`src/rtl/imem_loader.sv`:
```
// Framed byte-stream loader for the instruction memory. It forwards the payload, then issues the start pulse.
// Build option: define IMEM_LOADER_CHECKSUM_EN to add the trailing XOR checksum byte and the CHK state.
//
// state   | meaning
// IDLE    | hunting for SYNC_BYTE; other bytes are dropped
// LEN_HI  | capturing length[15:8]
// LEN_LO  | capturing length[7:0] and range-checking the full length
// DATA    | forwarding payload bytes to the instruction memory
// CHK     | comparing the trailing checksum byte (checksum build only)
// START   | one-cycle execution start pulse
// RUN     | load finished; the host channel is ignored until reset
// ERR     | frame rejected; the host channel is ignored until reset
module imem_loader #(
    parameter int          MAX_BYTES = 1000,
    parameter logic [7:0]  SYNC_BYTE = 8'hA5
) (
    input  logic        SYS_clk,
    input  logic        SYS_reset,
    input  logic        rx_valid,
    input  logic [7:0]  rx_data,
    output logic        rx_ready,
    output logic        PC_data_valid,
    output logic [7:0]  PC_data,
    output logic        SYS_start_button,
    output logic        busy,
    output logic        done,
    output logic        error,
    output logic [15:0] bytes_loaded
);

`ifdef IMEM_LOADER_CHECKSUM_EN
    typedef enum logic [2:0] {
        S_IDLE, S_LEN_HI, S_LEN_LO, S_DATA, S_START, S_RUN, S_ERR, S_CHK
    } state_t;
`else
    typedef enum logic [2:0] {
        S_IDLE, S_LEN_HI, S_LEN_LO, S_DATA, S_START, S_RUN, S_ERR
    } state_t;
`endif

    localparam logic [16:0] MAX_LEN = 17'(MAX_BYTES);

    state_t      state;
    logic [7:0]  len_hi;
    logic [15:0] remain;
    logic [7:0]  chk_acc;
    logic        accept;

    assign accept = rx_valid && rx_ready;

    // rx_ready drops on the same edge that enters START/RUN/ERR, so the byte taken on that edge is kept.
    always_ff @(posedge SYS_clk) begin
        if (SYS_reset) begin
            state            <= S_IDLE;
            rx_ready         <= 1'b1;
            PC_data_valid    <= 1'b0;
            PC_data          <= 8'h00;
            SYS_start_button <= 1'b0;
            busy             <= 1'b0;
            done             <= 1'b0;
            error            <= 1'b0;
            bytes_loaded     <= 16'd0;
            len_hi           <= 8'h00;
            remain           <= 16'd0;
            chk_acc          <= 8'h00;
        end else begin
            PC_data_valid    <= 1'b0;
            SYS_start_button <= 1'b0;
            case (state)
                S_IDLE: begin
                    if (accept && rx_data == SYNC_BYTE) begin
                        state        <= S_LEN_HI;
                        busy         <= 1'b1;
                        chk_acc      <= 8'h00;
                        bytes_loaded <= 16'd0;
                    end
                end
                S_LEN_HI: begin
                    if (accept) begin
                        len_hi <= rx_data;
                        state  <= S_LEN_LO;
                    end
                end
                S_LEN_LO: begin
                    if (accept) begin
                        if ({1'b0, len_hi, rx_data} > MAX_LEN) begin
                            state    <= S_ERR;
                            rx_ready <= 1'b0;
                            busy     <= 1'b0;
                            error    <= 1'b1;
                        end else if ({len_hi, rx_data} == 16'd0) begin
`ifdef IMEM_LOADER_CHECKSUM_EN
                            state <= S_CHK;
`else
                            state            <= S_START;
                            SYS_start_button <= 1'b1;
                            rx_ready         <= 1'b0;
`endif
                        end else begin
                            remain <= {len_hi, rx_data};
                            state  <= S_DATA;
                        end
                    end
                end
                S_DATA: begin
                    if (accept) begin
                        PC_data       <= rx_data;
                        PC_data_valid <= 1'b1;
                        chk_acc       <= chk_acc ^ rx_data;
                        bytes_loaded  <= bytes_loaded + 16'd1;
                        remain        <= remain - 16'd1;
                        // remain counts down to the terminal byte of the payload
                        if (remain == 16'd1) begin
`ifdef IMEM_LOADER_CHECKSUM_EN
                            state <= S_CHK;
`else
                            state            <= S_START;
                            SYS_start_button <= 1'b1;
                            rx_ready         <= 1'b0;
`endif
                        end
                    end
                end
`ifdef IMEM_LOADER_CHECKSUM_EN
                S_CHK: begin
                    if (accept) begin
                        rx_ready <= 1'b0;
                        if (rx_data == chk_acc) begin
                            state            <= S_START;
                            SYS_start_button <= 1'b1;
                        end else begin
                            state <= S_ERR;
                            busy  <= 1'b0;
                            error <= 1'b1;
                        end
                    end
                end
`endif
                S_START: begin
                    state <= S_RUN;
                    busy  <= 1'b0;
                    done  <= 1'b1;
                end
                S_RUN: begin
                end
                S_ERR: begin
                end
                default: begin
                    state <= S_IDLE;
                end
            endcase
        end
    end

endmodule

```
`config.mk`:
```
export PLATFORM = sky130hd
export DESIGN_NAME = imem_loader
export DESIGN_NICKNAME = d
export VERILOG_FILES = /design/src/rtl/imem_loader.sv
export SDC_FILE = /design/constraint.sdc
export NUM_CORES = 1
export LEC_CHECK = 0
export ABC_CLOCK_PERIOD_IN_PS = 1900
export BUFFER_PORTS_ARGS = -buffer_cell sky130_fd_sc_hd__buf_2
export CAP_MARGIN = 0
export CORE_UTILIZATION = 44
export CTS_BUF_LIST = sky130_fd_sc_hd__clkbuf_2 sky130_fd_sc_hd__clkbuf_4 sky130_fd_sc_hd__clkbuf_8
export DETAILED_ROUTE_END_ITERATION = 7
export HOLD_SLACK_MARGIN = 0.08
export PLACE_DENSITY = 0.69
export SLEW_MARGIN = 5
export SYNTH_ARGS = -nofsm -noshare
export SYNTH_HDL_FRONTEND = slang
export SYNTH_SLANG_ARGS = --single-unit
```
`constraint.sdc`:
```
create_clock -name SYS_clk -period 1.9 [get_ports SYS_clk]
set_input_delay 0.095 -clock SYS_clk [delete_from_list [all_inputs] [get_ports SYS_clk]]
set_output_delay 0.095 -clock SYS_clk [all_outputs]
set_load 0.03 [all_outputs]
```
* Yosys cells after proc, flatten, opt, wreduce, memory -nomap -nowiden
Index checks and enable logic that the tools add are counted.
** Storage, ports and cells
- Bits in writable memories :: 0
- Memories :: 0
- Memory bits (read-only) :: 0
- Output and inout bits :: 30
- Bits in registers :: 57
- Input bits :: 11
- Bits in latches :: 0
** Cells by class
- $mul :: 0
- Reduce and logical (&&, ||, !) cells :: 17
- Equal/unequal tests :: 17
- Bitwise gates (word level) :: 2
- Mux-type cells :: 33
- Shift operators :: 0
- Magnitude comparators :: 1
- Divide/modulo/power cells :: 0
- Add/subtract/negate cells :: 2
** Operators by type and width (number)
- 16-bit 2-to-1 mux :: 6
- 16-bit one-hot mux with 2 select lines :: 2
- 3-bit 2-to-1 mux :: 7
- 3-bit one-hot mux with 6 select lines :: 1
- 16-bit by 1-bit adder with 16-bit output (second input constant) :: 1
- 16-bit by 1-bit equality test with 1-bit output (second input constant) :: 1
- 16-bit by 10-bit > comparator with 1-bit output (second input constant) :: 1
- 16-bit zero test :: 1
- 2-bit != test (second input constant) :: 8
- 16-bit by 1-bit subtractor with 16-bit output (second input constant) :: 1
- 1-bit 2-to-1 mux :: 14
- 5-bit AND reduction :: 2
- 3-bit equality test (second input constant) :: 3
- 8-bit equality test (second input constant) :: 1
- 3-bit by 2-bit equality test with 1-bit output (second input constant) :: 2
- 3-bit AND reduction :: 2
- 6-bit AND reduction :: 1
- 1-bit one-hot mux with 2 select lines :: 2
- 2-bit AND reduction :: 2
- 4-bit AND reduction :: 1
- 2-bit nonzero test :: 2
- 2-bit OR reduction :: 2
- 3-bit by 1-bit equality test with 1-bit output (second input constant) :: 1
- 3-bit zero test :: 1
- 5 further kinds :: 7

* Longest topological paths before layout
- Word-level depth :: 5
- Depth in mapped cells :: 7
- Depth with buffers taken out :: 7

* Worst setup path before layout
No wires, ideal clock.
- Path type :: register to register
- Start point :: register rx_ready
- End point :: register len_hi[0]
- Data required time :: 1.772 ns
- Arrival time :: 1.821 ns
- Cell stages (with the launch flop) :: 8
- Buffers on the path :: 2
- Clock period less this slack :: 1.949 ns
- Slack :: -0.049 ns
- Cell sequence :: dfxtp_1 > nand2_1 > or2_2 > clkbuf_1 > nor3_1 > buf_2 > mux2i_1 > nor2_1
** Between the ends
- Cells in the longest elaborated chain, start to end :: 2
** RTL lines
- start, declared :: RTL line 21 : output logic rx_ready,
- start signal, assigned :: RTL line 55 : rx_ready <= 1'b1;
- start signal, assigned :: RTL line 88 : rx_ready <= 1'b0;
- start signal, assigned :: RTL line 97 : rx_ready <= 1'b0;
- 1-bit logical AND :: RTL line 49 : assign accept = rx_valid && rx_ready;
- 2-bit AND reduction (no line)
- end signal, assigned :: RTL line 80 : len_hi <= rx_data;
- end, declared :: RTL line 44 : logic [7:0] len_hi;
No other way between the ends.
A chain may end at the register's enable or synchronous reset.

* Worst setup path after layout
- Start point :: register state[1]
- End point :: register bytes_loaded[5]
** Between the ends
- Cells in the longest elaborated chain, start to end :: 3
- Elaborated cells between the ends (all ways) :: 7
** RTL lines
- start, declared :: RTL line 43 : state_t state;
- start signal, assigned :: RTL line 54 : state <= S_IDLE;
- start signal, assigned :: RTL line 72 : state <= S_LEN_HI;
- start signal, assigned :: RTL line 81 : state <= S_LEN_LO;
- 3-bit by 2-bit equality test with 1-bit output or 3-bit zero test (tied branches) :: RTL line 69 : case (state)
- 2-bit != test (no line) or 2-bit nonzero test (tied branches)
- 3-bit AND reduction (no line)
- end signal, assigned :: RTL line 110 : bytes_loaded <= bytes_loaded + 16'd1;
- end, declared :: RTL line 28 : output logic [15:0] bytes_loaded
Several ways; a longest one is shown, not always the timed one.

==> results <==
- The flow ran to the end, but the final reports show violations.
- The final reports fail on negative setup slack.
- The depth of the CTS H-tree is 3.
- The final period demand of the worst path is 1.91 ns.
- In this run the standard cell core region covers 6030 µm².
- Of the cells placed in the final design, the portion with a size suffix greater than 1 is 30.4%.
- After technology mapping, the gate count stands at 339.
- The number of buffers and inverters on the critical path is 1.
- The total wirelength of the detailed-routed design is 7910 µm.
- The portion of the post-synthesis area used by sequential elements is 40.9%.
- The weighted congestion at the end of routability-driven global placement is 0.835.
- Combinational logic is responsible for 15.2% of the overall power.
- The clock tree skew after final layout is 0.00898 ns.
- The top cell family by delay on the critical path is simple AND/OR/NAND/NOR gates.
- Summed over all cells, the static leakage comes to 1.52 nW.
- For this run, the slowest stage of the critical path takes 0.52 ns.
- The number of antenna violations at the first check in global routing is 0.
- Entering global routing, the biggest net connects 32 pins.
- The relative contribution of the clock network to total power is 42.9%.
- Summed over its instances, the top area cell type makes up 40.9% of the synthesized netlist area.
- The final-report setup violation count is 1.
- The number of max-slew violations in the final report came to 0.
- The number of buffers added on ports is 40.
- The register share of total power is 41.9%.
- The critical path is of the reg2reg type.
- The wire-length estimate of the detail-placed layout is 5370 µm.
- In this run the clock root is driven by a sky130_fd_sc_hd__clkbuf_8.
- The most used flip-flop cell after synthesis is sky130_fd_sc_hd__dfxtp_1.
- Data arrives at the worst endpoint at 2.15 ns.
- The cell type with the largest total area after synthesis is sky130_fd_sc_hd__dfxtp_1.
- The antenna diode count is 0.
- The clock slew at the register clock pins of the worst setup and hold paths is 0.07 ns.
- During synthesis, Yosys emitted a total of 0 warnings.
- Dividing the detail-routed via count by the number of cells gives 5.87.
- The power density over cell area is 780 nW/µm².
- TritonCTS built the clock tree.
- The switching power share of the total is 25.9%.
- The count of antenna-violating nets left after detailed routing is 0.
- The die covers 6670 µm².
- In this run the worst setup path begins at state[1]$_SDFFE_PP0P_.
- The transition at the pin with the smallest max-transition slack is 0.598 ns.
- The endpoint required time on the critical path is 2.14 ns.
- After detailed placement, the total cell area comes to 3250 µm².
- The critical path goes through or2_4 > o41a_1 > buf_12 > nor4_4 > xnor2_1 > nor2_1.
- The floorplan row count is 28.
- Setup slack on the worst reg-to-reg path comes out at -0.01 ns.
- The capture point of the worst reg-to-reg path is bytes_loaded[5]$_SDFFE_PP0P_.
- The post-detailed-route wirelength per cell is 16.1 µm.
- No sink is reached through more buffers than the 2 on the longest clock path.
- The worst hold path belongs to the class in2reg.
- In this run the critical register-to-register path is launched from state[1]$_SDFFE_PP0P_.
- The post-synth net total is 353.
- The total net switching power is 766 µW.
- After synthesis, the netlist uses 50 different library cells.
- The I/O pin total is 41.
- The maximum ir drop on the vdd rail is 0.000702 V.
- Headroom to the max-slew limit came out at 60.0%.
- For this block, the initial DRC count from the detailed router was 150.
- The logic depth of the worst register-to-register path is 6.
- The total global routing track utilization is 24.5%.
- Counting flops with an async set or reset pin after synthesis yields a share of 0%.
- The residual overflow from global routing is 0.
- The clock reaches the later pin of the worst-skew pair after 0.35 ns.
- From left edge to right edge, the die measures 81.7 µm.
- Along the worst path, the maximum fanout reaches 7.
- In this run the cell area of the synthesized design comes to 2790 µm².
- The final layout net count is 427.
- Synthesis inferred 57 register bits.
- Following the worst setup path forward leads to its endpoint at bytes_loaded[5]$_SDFFE_PP0P_.
- The via count of the first global-routing pass is 2,653.
- After routing the design area is 3790 µm².
- For this design, the sink count on the clock tree is 57.
- The initial utilization of the core area, before any placement, comes to 46.3%.
- The number of remaining DRC errors is 0.
- The synthesis-to-layout area growth is 35.7%.
- The worst setup path is launched from a flip-flop.
- The number of buffers created by CTS is 9.
- The internal cell power is 2.19 mW.
- In this run, synthesis inferred 0 flip-flops with an integrated enable.
- In the layout the commonest cells are sky130_fd_sc_hd__dfxtp_1 (52), sky130_fd_sc_hd__nor2_1 (41), sky130_fd_sc_hd__nand2_1 (41), sky130_fd_sc_hd__buf_2 (40), sky130_fd_sc_hd__buf_4 (30).
- The total stage count of the critical path is 6.
- Across the run, the number of max-cap violations was 0.
- The number of endpoints with negative hold slack in the final report came to 0.
- The die is 81.7 µm tall.
- The first global-routing pass estimated 12,300 µm of wire.
- Among all stages on the critical path, the largest delay is contributed by sky130_fd_sc_hd__o41a_1.
- The post-synthesis average cell area is 8.23 µm².
- Setup repair after global routing could not meet its margin everywhere.
- In the post-synthesis netlist, the biggest area contributors are sky130_fd_sc_hd__dfxtp_1 (41%), sky130_fd_sc_hd__nor2_1 (5.6%), sky130_fd_sc_hd__nand2_1 (5.5%).
- The kind of end point of the critical path is a flip-flop.
- The number of vias after detailed routing is 2,892.
- The highest clock frequency the design can meet is 0.523 GHz.
- The smallest setup slack after layout is -0.0136 ns.
- The library cell used most frequently in the layout, excluding fill and tap cells, is sky130_fd_sc_hd__dfxtp_1.
- The design draws 2.95 mW.
- The first detailed-routing pass took 5 iterations.
- The final worst-path cycle share is 101%.
kinds of logic (layout without fill, tap and decap cells):
logic type	Yosys count	after routing	share of synthesized area, %
buffers and inverters	24	103	3.68
AO/OA/AOI/OAI	82	82	18.5
multiplexers	8	8	2.87
adder cells (fa/ha/maj)	3	3	1.34
AND/OR/NAND/NOR	152	152	28.7
XOR/XNOR	13	13	4.08
flip-flops	57	57	40.9
metal layers:
metal / global-route usage (%) / vias to the layer above / share of wire [%]
met5: 0 / - / 0
met1: 30.3 / 1358 / 44
met3: 6.67 / 20 / 6.4
met4: 12.6 / 0 / 2.3
met2: 39.0 / 119 / 48
li1: - / 1395 / -
state kept, by name, summed over array words and instances, names as in the netlist:
signal,count
len_hi,8
rx_ready,1
busy,1
remain,16
bytes_loaded,16
PC_data_valid,1
PC_data,8
state,3
error,1
done,1
SYS_start_button,1
worst min-delay path: stages:
cell and delay, ns:
sky130_fd_sc_hd__buf_2 0.13, sky130_fd_sc_hd__nor2_1 0.11, sky130_fd_sc_hd__o32ai_1 0.07
area by class of cell:
class,count,area [µm²]
inverter,7,26.3
tap,75,93.8
clock buffer,11,139
fill,520,2240
clock inverter,5,80.1
sequential,57,1150
timing repair buffer,80,561
multi-input combinational,258,1740
per-stage QoR:
stage          std cells  setup TNS [ns]  hold WS (ns)  util [%]  setup WS, ns
2_1_floorplan        339               0         0.231         -        0.0186
3_3_place_gp         466         -0.0205         0.394      54.0      -0.00857
3_5_place_dp         466          -0.365         0.406      54.0       -0.0475
4_1_cts              489               0         0.101      59.1       0.00408
5_1_grt              493          -0.210         0.125      62.9       -0.0774
6_report             493         -0.0136         0.105      62.9       -0.0136
how the worst min path moves through the flow:
stage | slack [ns] | cells after the start | start | to
5_1_grt | 0.13 | 3 | rx_data[0] | remain[0]$_SDFFE_PP0P_
3_5_place_dp | 0.41 | 3 | rx_data[1] | PC_data[1]$_SDFFE_PP0P_
6_report | 0.11 | 3 | rx_data[0] | remain[0]$_SDFFE_PP0P_
4_1_cts | 0.10 | 3 | rx_data[0] | remain[0]$_SDFFE_PP0P_
2_1_floorplan | 0.23 | 2 | rx_data[0] | PC_data[0]$_SDFFE_PP0P_
3_3_place_gp | 0.39 | 3 | rx_data[1] | PC_data[1]$_SDFFE_PP0P_
power by group through the flow:
stage / Combinational, mW / Sequential [mW] / Clock, mW
2_1_floorplan: 0.213 / 1.26 / 0
3_3_place_gp: 0.363 / 1.26 / 0
3_5_place_dp: 0.366 / 1.26 / 0
4_1_cts: 0.392 / 1.23 / 1.28
5_1_grt: 0.485 / 1.24 / 1.34
6_report: 0.449 / 1.24 / 1.27
synthesized netlist by cell type (8+ instances only):
| cell type | instances |
|---|---|
| sky130_fd_sc_hd__clkbuf_1 | 12 |
| sky130_fd_sc_hd__nand2_1 | 41 |
| sky130_fd_sc_hd__mux2i_1 | 8 |
| sky130_fd_sc_hd__nor3_1 | 14 |
| sky130_fd_sc_hd__o22ai_1 | 12 |
| sky130_fd_sc_hd__nand3_1 | 10 |
| sky130_fd_sc_hd__o21ai_0 | 15 |
| sky130_fd_sc_hd__nor2_1 | 42 |
| sky130_fd_sc_hd__a21oi_1 | 27 |
| sky130_fd_sc_hd__dfxtp_1 | 57 |
| sky130_fd_sc_hd__xnor2_1 | 13 |
| sky130_fd_sc_hd__nor4_1 | 11 |
repair_timing:
| item | 4_1_cts | 5_1_grt |
|---|---|---|
| setup buffers | 0 | 3 |
| setup endpoints to repair | 10 | 24 |
| resized for setup | 5 | 38 |
| gates cloned | 0 | 1 |
| endpoints found under the hold margin | 6 | 0 |
| hold buffers | 7 | 0 |
| pin swaps | 0 | 20 |
(Power assumes the default switching activity.)
